--- src/rtl/timer_count_up.sv ---
// 4-digit BCD elapsed-time counter (MM:SS) that counts up from a loaded value
// and saturates at {MAX_MIN, 8'h59}, flagging arrival with a one-clock rco_L pulse.
//
// state    | meaning
// ---------+-----------------------------------------------
// ST_COUNT | ticks advance the count toward the maximum
// ST_FULL  | count parked at the maximum, ticks are ignored
module timer_count_up #(
  parameter int          SEC_TENS_MAX = 5,
  parameter logic [7:0]  MAX_MIN      = 8'h99
) (
  input  logic        clk,
  input  logic        rst,
  input  logic        load,
  input  logic        enablen,
  input  logic        tick,
  input  logic [15:0] din,
  output logic [15:0] dout,
  output logic        full,
  output logic        rco_L
);

  localparam logic [15:0] MAX_VAL  = {MAX_MIN, 8'h59};
  localparam logic [3:0]  TENS_MAX = 4'(SEC_TENS_MAX);
  localparam logic [0:0]  ST_COUNT = 1'b0;
  localparam logic [0:0]  ST_FULL  = 1'b1;

  logic [15:0] cnt_q, cnt_d;
  logic [0:0]  state_q, state_d;
  logic        rco_l_q, rco_l_d;

  logic [15:0] din_s, load_val, inc_val;
  logic [3:0]  so_n, st_n, mo_n, mt_n;
  logic        c0, c1, c2;
  logic        advance;

  function automatic logic [3:0] clamp_bcd(input logic [3:0] nib);
    return (nib > 4'd9) ? 4'd9 : nib;
  endfunction

  // Sanitised digits are all 0..9, so a plain unsigned compare orders them as BCD.
  always_comb begin
    din_s    = {clamp_bcd(din[15:12]), clamp_bcd(din[11:8]),
                clamp_bcd(din[7:4]),   clamp_bcd(din[3:0])};
    load_val = (din_s >= MAX_VAL) ? MAX_VAL : din_s;
  end

  always_comb begin
    so_n = cnt_q[3:0];
    st_n = cnt_q[7:4];
    mo_n = cnt_q[11:8];
    mt_n = cnt_q[15:12];
    c0   = 1'b0;
    c1   = 1'b0;
    c2   = 1'b0;
    if (cnt_q[3:0] >= 4'd9) begin
      so_n = 4'd0;
      c0   = 1'b1;
    end else begin
      so_n = cnt_q[3:0] + 4'd1;
    end
    // Tens loaded above the mod-6 limit still wrap into the next minute.
    if (c0) begin
      if (cnt_q[7:4] >= TENS_MAX) begin
        st_n = 4'd0;
        c1   = 1'b1;
      end else begin
        st_n = cnt_q[7:4] + 4'd1;
      end
    end
    if (c1) begin
      if (cnt_q[11:8] >= 4'd9) begin
        mo_n = 4'd0;
        c2   = 1'b1;
      end else begin
        mo_n = cnt_q[11:8] + 4'd1;
      end
    end
    if (c2) begin
      mt_n = (cnt_q[15:12] >= 4'd9) ? 4'd0 : cnt_q[15:12] + 4'd1;
    end
    inc_val = {mt_n, mo_n, st_n, so_n};
  end

  assign advance = ~enablen & tick & (state_q == ST_COUNT) & ~load;

  always_comb begin
    cnt_d   = cnt_q;
    state_d = state_q;
    rco_l_d = 1'b1;
    if (load) begin
      cnt_d   = load_val;
      state_d = (load_val == MAX_VAL) ? ST_FULL : ST_COUNT;
    end else if (advance) begin
      cnt_d = inc_val;
      if (inc_val == MAX_VAL) begin
        state_d = ST_FULL;
        rco_l_d = 1'b0;
      end
    end
  end

  always_ff @(posedge clk) begin
    if (!rst) begin
      cnt_q   <= 16'h0000;
      state_q <= ST_COUNT;
      rco_l_q <= 1'b1;
    end else begin
      cnt_q   <= cnt_d;
      state_q <= state_d;
      rco_l_q <= rco_l_d;
    end
  end

  assign dout  = cnt_q;
  assign full  = (cnt_q == MAX_VAL);
  assign rco_L = rco_l_q;

endmodule

--- config.mk ---
export PLATFORM = sky130hd
export DESIGN_NAME = timer_count_up
export DESIGN_NICKNAME = d
export VERILOG_FILES = /design/src/rtl/timer_count_up.sv
export SDC_FILE = /design/constraint.sdc
export NUM_CORES = 1
export LEC_CHECK = 0
export CORE_AREA = 2 2 71 60
export CTS_CLUSTER_DIAMETER = 30
export DETAILED_ROUTE_END_ITERATION = 10
export DIE_AREA = 0 0 73 62
export GPL_ROUTABILITY_DRIVEN = 0
export HOLD_SLACK_MARGIN = 0.12
export PLACE_DENSITY = 0.64
export SKIP_LAST_GASP = 1
export SLEW_MARGIN = 20
export SYNTH_ARGS = -nofsm -noshare
export SYNTH_HDL_FRONTEND = slang
export SYNTH_SLANG_ARGS = --single-unit
--- constraint.sdc ---
create_clock -name clk -period 1.7 [get_ports clk]
set_input_delay 0.255 -clock clk [delete_from_list [all_inputs] [get_ports clk]]
set_output_delay 0.255 -clock clk [all_outputs]
set_load 0.02 [all_outputs]
== Yosys cells after proc, flatten, opt, wreduce, memory -nomap -nowiden ==
Cells that the tools add are included.

* Output and inout bits: 18
* Flip-flop bits (word level): 18

* Bitwise operators: 8
* Reduce and logical (&&, ||, !) cells: 4
* Order comparisons: 9
* Equal/unequal tests: 3
* Add/sub/neg operators: 4
* Muxes and demuxes: 24

{| class="wikitable"
|+ Operators with widths
! cell !! number
|-
| == test 16 bit, second input constant || 3
|-
| two-way mux 16 bit || 3
|-
| two-way mux 4 bit || 11
|-
| adder 4 x 1 -> 4 bit, second input constant || 4
|-
| >= comparator 16 bit, second input constant || 1
|-
| greater-than comparator 4 bit, second input constant || 4
|-
| >= comparator 4 bit, second input constant || 3
|-
| two-way mux 1 bit || 10
|-
| inverter 1 bit || 5
|-
| >= comparator 4 x 3 -> 1 bit, second input constant || 1
|-
| nonzero test 2 bit || 2
|-
| bitwise AND 1 bit || 3
|-
| OR reduction 3 bit || 1
|-
| AND reduction 2 bit || 1
|}

== Depth between registers and ports, before layout ==
Gate-level depths: netlist (run 1).

* Depth after elaboration: 9
* Mapped depth: 8
* Mapped depth without buffers: 8

== Worst setup path before layout (run 1) ==
OpenSTA, ideal clock, no wires.

* Path type: register to register
* From: register cnt_q[1], in the netlist dout[1]
* To: register state_q
* Data required time: 1.578 ns
* Slack: -0.329 ns
* Data arrival time: 1.907 ns
* Period minus slack after synthesis: 2.029 ns
* Cell stages (with the launch flop): 9
* Cells stage by stage: dfxtp_1 -> inv_1 -> ha_1 -> or3b_4 -> nand2_4 -> nor3_1 -> a22oi_1 -> nor4_1 -> o311a_1

* Longest elaborated chain between the ends: 8
* Elaborated cells between the ends (all ways): 12
* Those cells by class: add/sub (1); order compare (1); eq/ne (1); mux (7); reduce/logical (2)

{| class="wikitable"
|+ Ends and longest elaborated chain
! item !! line !! text
|-
| start: declaration || 28 || <nowiki>logic [15:0] cnt_q, cnt_d;</nowiki>
|-
| start signal: assignment || 109 || <nowiki>cnt_q <= cnt_d;</nowiki>
|-
| >= comparator 4 bit || 56 || <nowiki>if (cnt_q[3:0] >= 4'd9) begin</nowiki>
|-
| two-way mux 1 bit || 56 ||
|-
| two-way mux 1 bit || 63 || <nowiki>if (c0) begin</nowiki>
|-
| two-way mux 1 bit || 71 || <nowiki>if (c1) begin</nowiki>
|-
| two-way mux 4 bit || 79 || <nowiki>if (c2) begin</nowiki>
|-
| == test 16 bit * || 96 || <nowiki>if (inc_val == MAX_VAL) begin</nowiki>
|-
| nonzero test 2 bit (no source line) * || n/a ||
|-
| AND reduction 2 bit (no source line) * || n/a ||
|-
| end signal: assignment || 110 || <nowiki>state_q <= state_d;</nowiki>
|-
| end: declaration || 29 || <nowiki>logic [0:0] state_q, state_d;</nowiki>
|}

Mark *: on every way between the ends. The rest lies on a longest branch, timed or not.
A chain may end at the register's enable or synchronous reset.

== Final worst setup path (run 1) ==
* From: register cnt_q[0], in the netlist dout[0]
* To: register state_q

Same word-level chain as after synthesis.

==> summary.txt, run 1 <==
STA
  • Clk_skew: approximately 0.0015 ns
  • Unrepaired setup endpoints after global routing: yes
  • Worst-margin pin slew: approximately 0.41 ns
  • Worst setup margin: -0.362 ns
  • Final max-slew violation count: 0
  • Setup tns final: -2.77 ns
  • Number of endpoints failing setup at the final stage: 18
  • Fmax achieved: between 0.4 and 0.5 GHz
  • Final critical-path required period: 2.06 ns
  • Hold Vio Cnt, Final: 0
  • Period utilization: 1.21
  • Max_slew headroom: 0.726

Power and ir drop
  • Int Pwr: 1.01 mW
  • Pwr Density: 521 nW/um^2
  • P_sw: ~530 uW
  • Net Sw Frac: 0.342
  • Reg power frac: 0.304
  • Logic pwr share: 0.454
  • Worst IR Drop VDD: 0.443 mV
  • LEAKAGE: 1.25 nW
  • Clock group share of total power: 0.243
  • Tot Pwr: 1.54 mW

Synth
  • Synth Warn #: 0
  • Mapped Area: 1460 sq um
  • Synth Area in Compound Gates: 0.284
  • Top post-synthesis cells by area: dfxtp_1, ha_1, a21oi_1, o21ai_0, inv_1
  • Post-synthesis cell type with the largest combined area: dfxtp_1
  • Count leader, synth: dfxtp_1
  • Mux cell area share after synthesis: 0.00686
  • Post-Syn Nets: 212
  • Top cell type's share of synthesized area: 0.247
  • Yosys reg bits: 18
  • Largest family of logic cells by synthesized area: simple AND/OR/NAND/NOR gates
  • Syn Area/Cell: about 8.2 sq um
  • Asr flop ratio synth: 0
  • Most common flop cell mapped by yosys: dfxtp_1
  • Seq/Total Area, Yosys: 0.247
  • Synth unique cells: 53
  • Synth top cells by count: dfxtp_1, a21oi_1, inv_1, ha_1, o21ai_0
  • Gate Count Post-Synth: ~180
  • XOR/XNOR Fraction of Synth Area: 0.00600
  • EDFF count, synth: 0
  • Simple-gate share of the synthesized area: 0.307
  • Synth Area in Adders: 0.103

Critical path
  • Required @ worst endpoint: 1.91 ns
  • R2R Setup Slk: -0.36 ns
  • R2R Path End: state_q
  • Worst reg-to-reg path cell count: 8
  • CP Class: reg -> reg
  • Worst flop-to-flop path startpoint: dout[0]
  • Worst Setup Start Kind: flop
  • Worst setup EP type: flop
  • Critical-path maximum fanout: 3
  • Critical path data arrival time: 2.27 ns

Final layout
  • Share of cells above drive strength 1: 0.488
  • Non-Filler Instances: approximately 350
  • Fillcell total: 251
  • Antenna cell count: 0
  • Cell area after layout: just under 3000 sq um
  • Area of the multi-input gates: 1320 sq um
  • Util after Layout: 0.756
  • Register area: 375 sq um
  • Layout area overhead: 103%
  • Total Nets Final: 335

Global route
  • Number of global-route vias before repair: roughly 1,900
  • Pin count of the biggest net entering global routing: 18
  • First-pass GRT wire length: 9.13 mm
  • GRT Overall Usage: 0.266
  • Initial antenna violation count: 0
  • Total gr overflow: 0

Floorplanning
  • Initial Util: 0.373
  • Die H: 62 um
  • Die width: 73 um
  • Die area: 4530 sq um
  • Core area: 3920 sq um
  • Cell row count: 21
  • Num ports: 39

Route
  • First-pass DRT Iterations: 4
  • Final ANT Viol Nets: 0
  • Post-DR wirelength/cell: 18.1 um
  • Iter 0 DRT Violations: 155
  • DR vias: 1,997
  • WL final: 6.29 mm
  • DRC: 0
  • Vias per Instance: 5.76

Run status
  • Failing checks: setup timing
  • Outcome: finished, violations left

Min path
  • Hold path endpoint: dout[13]
  • Min-delay src: dout[13]
  • Hold Path Depth: 3
  • Worst Hold Class: reg -> reg

Clocking
  • Clk root buf: clkbuf_8
  • Clock latency at the later pin of the worst-skew pair: 0.26 ns
  • TritonCTS Buffers: 3
  • Max H-tree Level: 1
  • Clock sinks: 18
  • Bufs on Longest Clock Path: 2
  • CTS tree: yes
  • Hold-fix buffers at CTS: 0
  • Reg clk slew, reported paths: around 0.08 ns

Place
  • Hpwl dp: 4.10 mm
  • Cell Area, Placed: 2470 sq um
  • IO Port Bufs: 38
  • Placed insts: 329

Job
  • Max_cap viols: 0
[through the flow]
| step | setup slack (ns) | hold slack [ns] |
|---|---|---|
| after floorplan | -0.142 | 0.387 |
| after global placement | -0.343 | 0.598 |
| after detailed placement | -0.411 | 0.609 |
| after CTS | -0.321 | 0.619 |
| after global routing | -0.417 | 0.658 |
| final | -0.362 | 0.622 |
[power by group through the flow]
stage	clock network (mW)	registers [mW]	logic (mW)
finish	0.374	0.468	0.700
global route	0.389	0.471	0.742
CTS	0.376	0.465	0.608
detailed placement	0	0.475	0.550
global placement	0	0.475	0.534
floorplan	0	0.525	0.190
[worst max-delay path, cell delays in order, from the launching register on]
cell and delay [ns]:
dfxtp_4 0.38, inv_4 0.04, ha_4 0.24, nor4b_4 0.28, nand3_2 0.14, nor4_4 0.32, o21ai_2 0.13, nor4_4 0.31
o311a_1 0.18
[flip-flops by register name, summed over array words and instances, names as in the netlist]
name and count:
state_q 1, dout 16, rco_L 1
[worst max path at each step]
stage	startpoint	endpoint	slack (ns)
2_1_floorplan	dout[1]	state_q	-0.14
6_report	dout[0]	state_q	-0.36
3_3_place_gp	dout[0]	state_q	-0.34
3_5_place_dp	tick	dout[15]	-0.41
4_1_cts	dout[0]	state_q	-0.32
5_1_grt	dout[0]	state_q	-0.42
[what timing repair did]
action,CTS,global route
gates resized for setup,39,42
pin swaps,29,22
buffers inserted,8,6
endpoints found under the setup margin,19,24
[cells by family after synthesis]
kind of cell	count (synthesis)
xor+xnor	1
simple gates	69
flops	18
buf+inv	18
fa+ha+maj	12
mux	1
compound gates	60
[cell usage in the layout (no fill, tap or decap), drive strengths merged, types with 3 or more instances in the layout]
cell type	instances
a21oi	16
a31oi	4
a41oi	3
and2	5
buf	85
clkbuf	4
clkdlybuf4s50	31
dfxtp	18
dlymetal6s2s	5
ha	12
inv	13
nand2	11
nand2b	7
nand3	9
nor2	7
nor2b	3
nor3	5
nor3b	5
nor4	4
o21a	4
o21ai	13
o31ai	7
[area by class of cell]
cell class              instances  share of cell area
multi-input cells             143               0.448
repair buffers                122               0.368
flip-flops and latches         18               0.127
inverters                      14              0.0195
well taps                      46              0.0195
clock buffers                   4              0.0186
[layer usage]
| metal | up-vias | global-route usage | routed length [um] |
|---|---|---|---|
| met5 | - | 0 | 0 |
| li1 | 923 | - | - |
| met3 | 30 | 0.0661 | 410 |
| met1 | 950 | 0.327 | 2600 |
| met4 | 0 | 0.108 | 280 |
| met2 | 94 | 0.453 | 3000 |
(Power assumes the default switching activity.)
==> run 2: changes to the inputs <==
CAP_MARGIN = 15   (was not set)
==> results of run 2 <==
Same layout as run 1: the final DEF is identical, and so are final timing and power.
==> run 3: changes to the inputs <==
GPL_ROUTABILITY_DRIVEN = not set   (was 0)
==> run 3 against run 2 <==
- the run still ends with setup timing left
- die area did not move
- global-route usage shrank 1.8 points
- sequential share of layout area increased by 0.68 points
- non-clock buffer count is 14 lower
- highest routed layer unchanged
- worst hold slack gained 0.0010 ns
- final area decreased by 4.8%
- clock-buffer cell count stayed put
- clock power about the same
- via count down 8.3%
==> summary.txt, run 3 (synthesis results as in run 1) <==
Power and ir drop
  • Int Pwr: 987 uW
  • Pwr Density: 531 nW/um^2
  • Reg power frac: 0.312
  • Logic pwr share: 0.440
  • Worst IR Drop VDD: 0.665 mV
  • Net Sw Frac: 0.341
  • LEAKAGE: about 1.2 nW
  • Clock group share of total power: 0.248
  • P_sw: 510 uW

Critical path
  • Worst flop-to-flop path startpoint: dout[0]
  • Required @ worst endpoint: 1.83 ns
  • Worst reg-to-reg path cell count: 8
  • Critical path data arrival time: roughly 2.1 ns
  • CP Class: reg -> reg
  • Critical-path maximum fanout: 4
  • Worst setup EP type: flop
  • Worst Setup Start Kind: flop
  • Crit path from: dout[0]

STA
  • Worst setup margin: -0.286 ns
  • Final critical-path required period: approximately 2 ns
  • Final max-slew violation count: 0
  • Fmax achieved: 0.504 GHz
  • Worst-margin pin slew: 0.393 ns
  • Clk_skew: 0.00547 ns
  • Hold Vio Cnt, Final: 0
  • Unrepaired setup endpoints after global routing: yes
  • Period utilization: 1.17
  • Number of endpoints failing setup at the final stage: 18
  • Max_slew headroom: 0.738
  • Fin Hold WS: 0.623 ns

Global route
  • Initial antenna violation count: 0
  • First-pass GRT wire length: between 8 and 9 mm
  • Total gr overflow: 0
  • GRT Overall Usage: 0.248
  • Number of global-route vias before repair: 1,778
  • Pin count of the biggest net entering global routing: 18

Floorplanning
  • Num ports: 39
  • Die H: slightly above 60 um
  • Cell row count: 21
  • Die width: approximately 73 um
  • Core area: 3920 sq um
  • Initial Util: 0.373
  • Die area: about 4500 sq um

Clocking
  • Hold-fix buffers at CTS: 0
  • Bufs on Longest Clock Path: 2
  • Reg clk slew, reported paths: 0.08 ns
  • CTS tree: yes
  • Clk root buf: clkbuf_8
  • Max H-tree Level: 1
  • TritonCTS Buffers: 3
  • Clock latency at the later pin of the worst-skew pair: 0.26 ns
  • Clock sinks: 18

Final layout
  • Total Nets Final: 321
  • Largest register FFs: 16
  • Util after Layout: 0.719
  • Layout area overhead: 93.1%
  • Share of cells above drive strength 1: 0.453
  • Most frequent cells in the layout: buf_4, clkdlybuf4s50_1, inv_1
  • Most common cell after layout, fill and taps aside: buf_4
  • Antenna cell count: 0

Run status
  • Failing checks: setup timing
  • Outcome: finished, violations left

Route
  • Post-DR wirelength/cell: 17.1 um
  • Iter 0 DRT Violations: 150
  • DR vias: approximately 1,800
  • DRC: 0
  • Vias per Instance: 5.50
  • WL final: around 5.7 mm
  • Final ANT Viol Nets: 0
  • First-pass DRT Iterations: 4

Job
  • Max_cap viols: 0

Place
  • Hpwl dp: 4.12 mm
  • Routability cong.: 0.945
  • IO Port Bufs: 38

Min path
  • Worst Hold Class: reg -> reg
  • Hold Path Depth: 3
  • Min-delay src: dout[13]
run 3: worst max-delay path, stage by stage (launching register included):
cell and delay, ns:
dfxtp_4 0.36, buf_12 0.12, ha_4 0.17, or3b_4 0.42
nand2_8 0.11, buf_6 0.12, o31ai_4 0.08, nor4_1 0.30
o2111ai_1 0.17
run 3: cell type report:
cell class / count / area (sq um)
Clock buffer: 4 / 55.1
Tap cell: 46 / 57.6
Timing Repair Buffer: 108 / 957
Sequential cell: 18 / 377
Fill cell: 296 / 1100
Multi-Input combinational cell: 143 / 1320
Inverter: 14 / 55.1
run 3: worst paths after layout:
kind	endpoint	slack [ns]
worst max-delay path	rco_L	-0.29
worst min-delay path	dout[13]	0.62
worst max register to register	rco_L	-0.29
worst min register to register	dout[13]	0.62
run 3: per-stage QoR:
stage | instance area, sq um | cells | TNS (ns) | total power, mW | setup slack, ns
floorplan | 1510 | 179 | -0.294 | 0.715 | -0.142
global placement | 2440 | 325 | -4.30 | 1.00 | -0.341
detailed placement | 2440 | 325 | -5.44 | 1.02 | -0.408
CTS | 2700 | 332 | -2.16 | 1.45 | -0.204
global route | 2820 | 333 | -3.84 | 1.55 | -0.327
finish | 2820 | 333 | -2.87 | 1.50 | -0.286
run 3: routing by layer:
metal	GRT usage	vias to the layer above	wire (um)	part of all wire
met4	0.0661	0	63	0.011
li1	-	897	-	-
met5	0	-	0	0
met1	0.336	860	2470	0.43
met3	0.0500	6	391	0.069
met2	0.407	69	2760	0.49
run 3: what timing repair did:
action / CTS / global route
pin swaps: 27 / 19
gates resized for setup: 38 / 28
endpoints found under the setup margin: 20 / 24
buffers inserted: 3 / 1
run 3: power by group through the flow:
stage / registers [mW] / logic (mW) / clock network, mW
finish: 0.467 / 0.658 / 0.371
global route: 0.470 / 0.699 / 0.384
CTS: 0.465 / 0.613 / 0.367
detailed placement: 0.475 / 0.543 / 0
global placement: 0.474 / 0.527 / 0
floorplan: 0.525 / 0.190 / 0
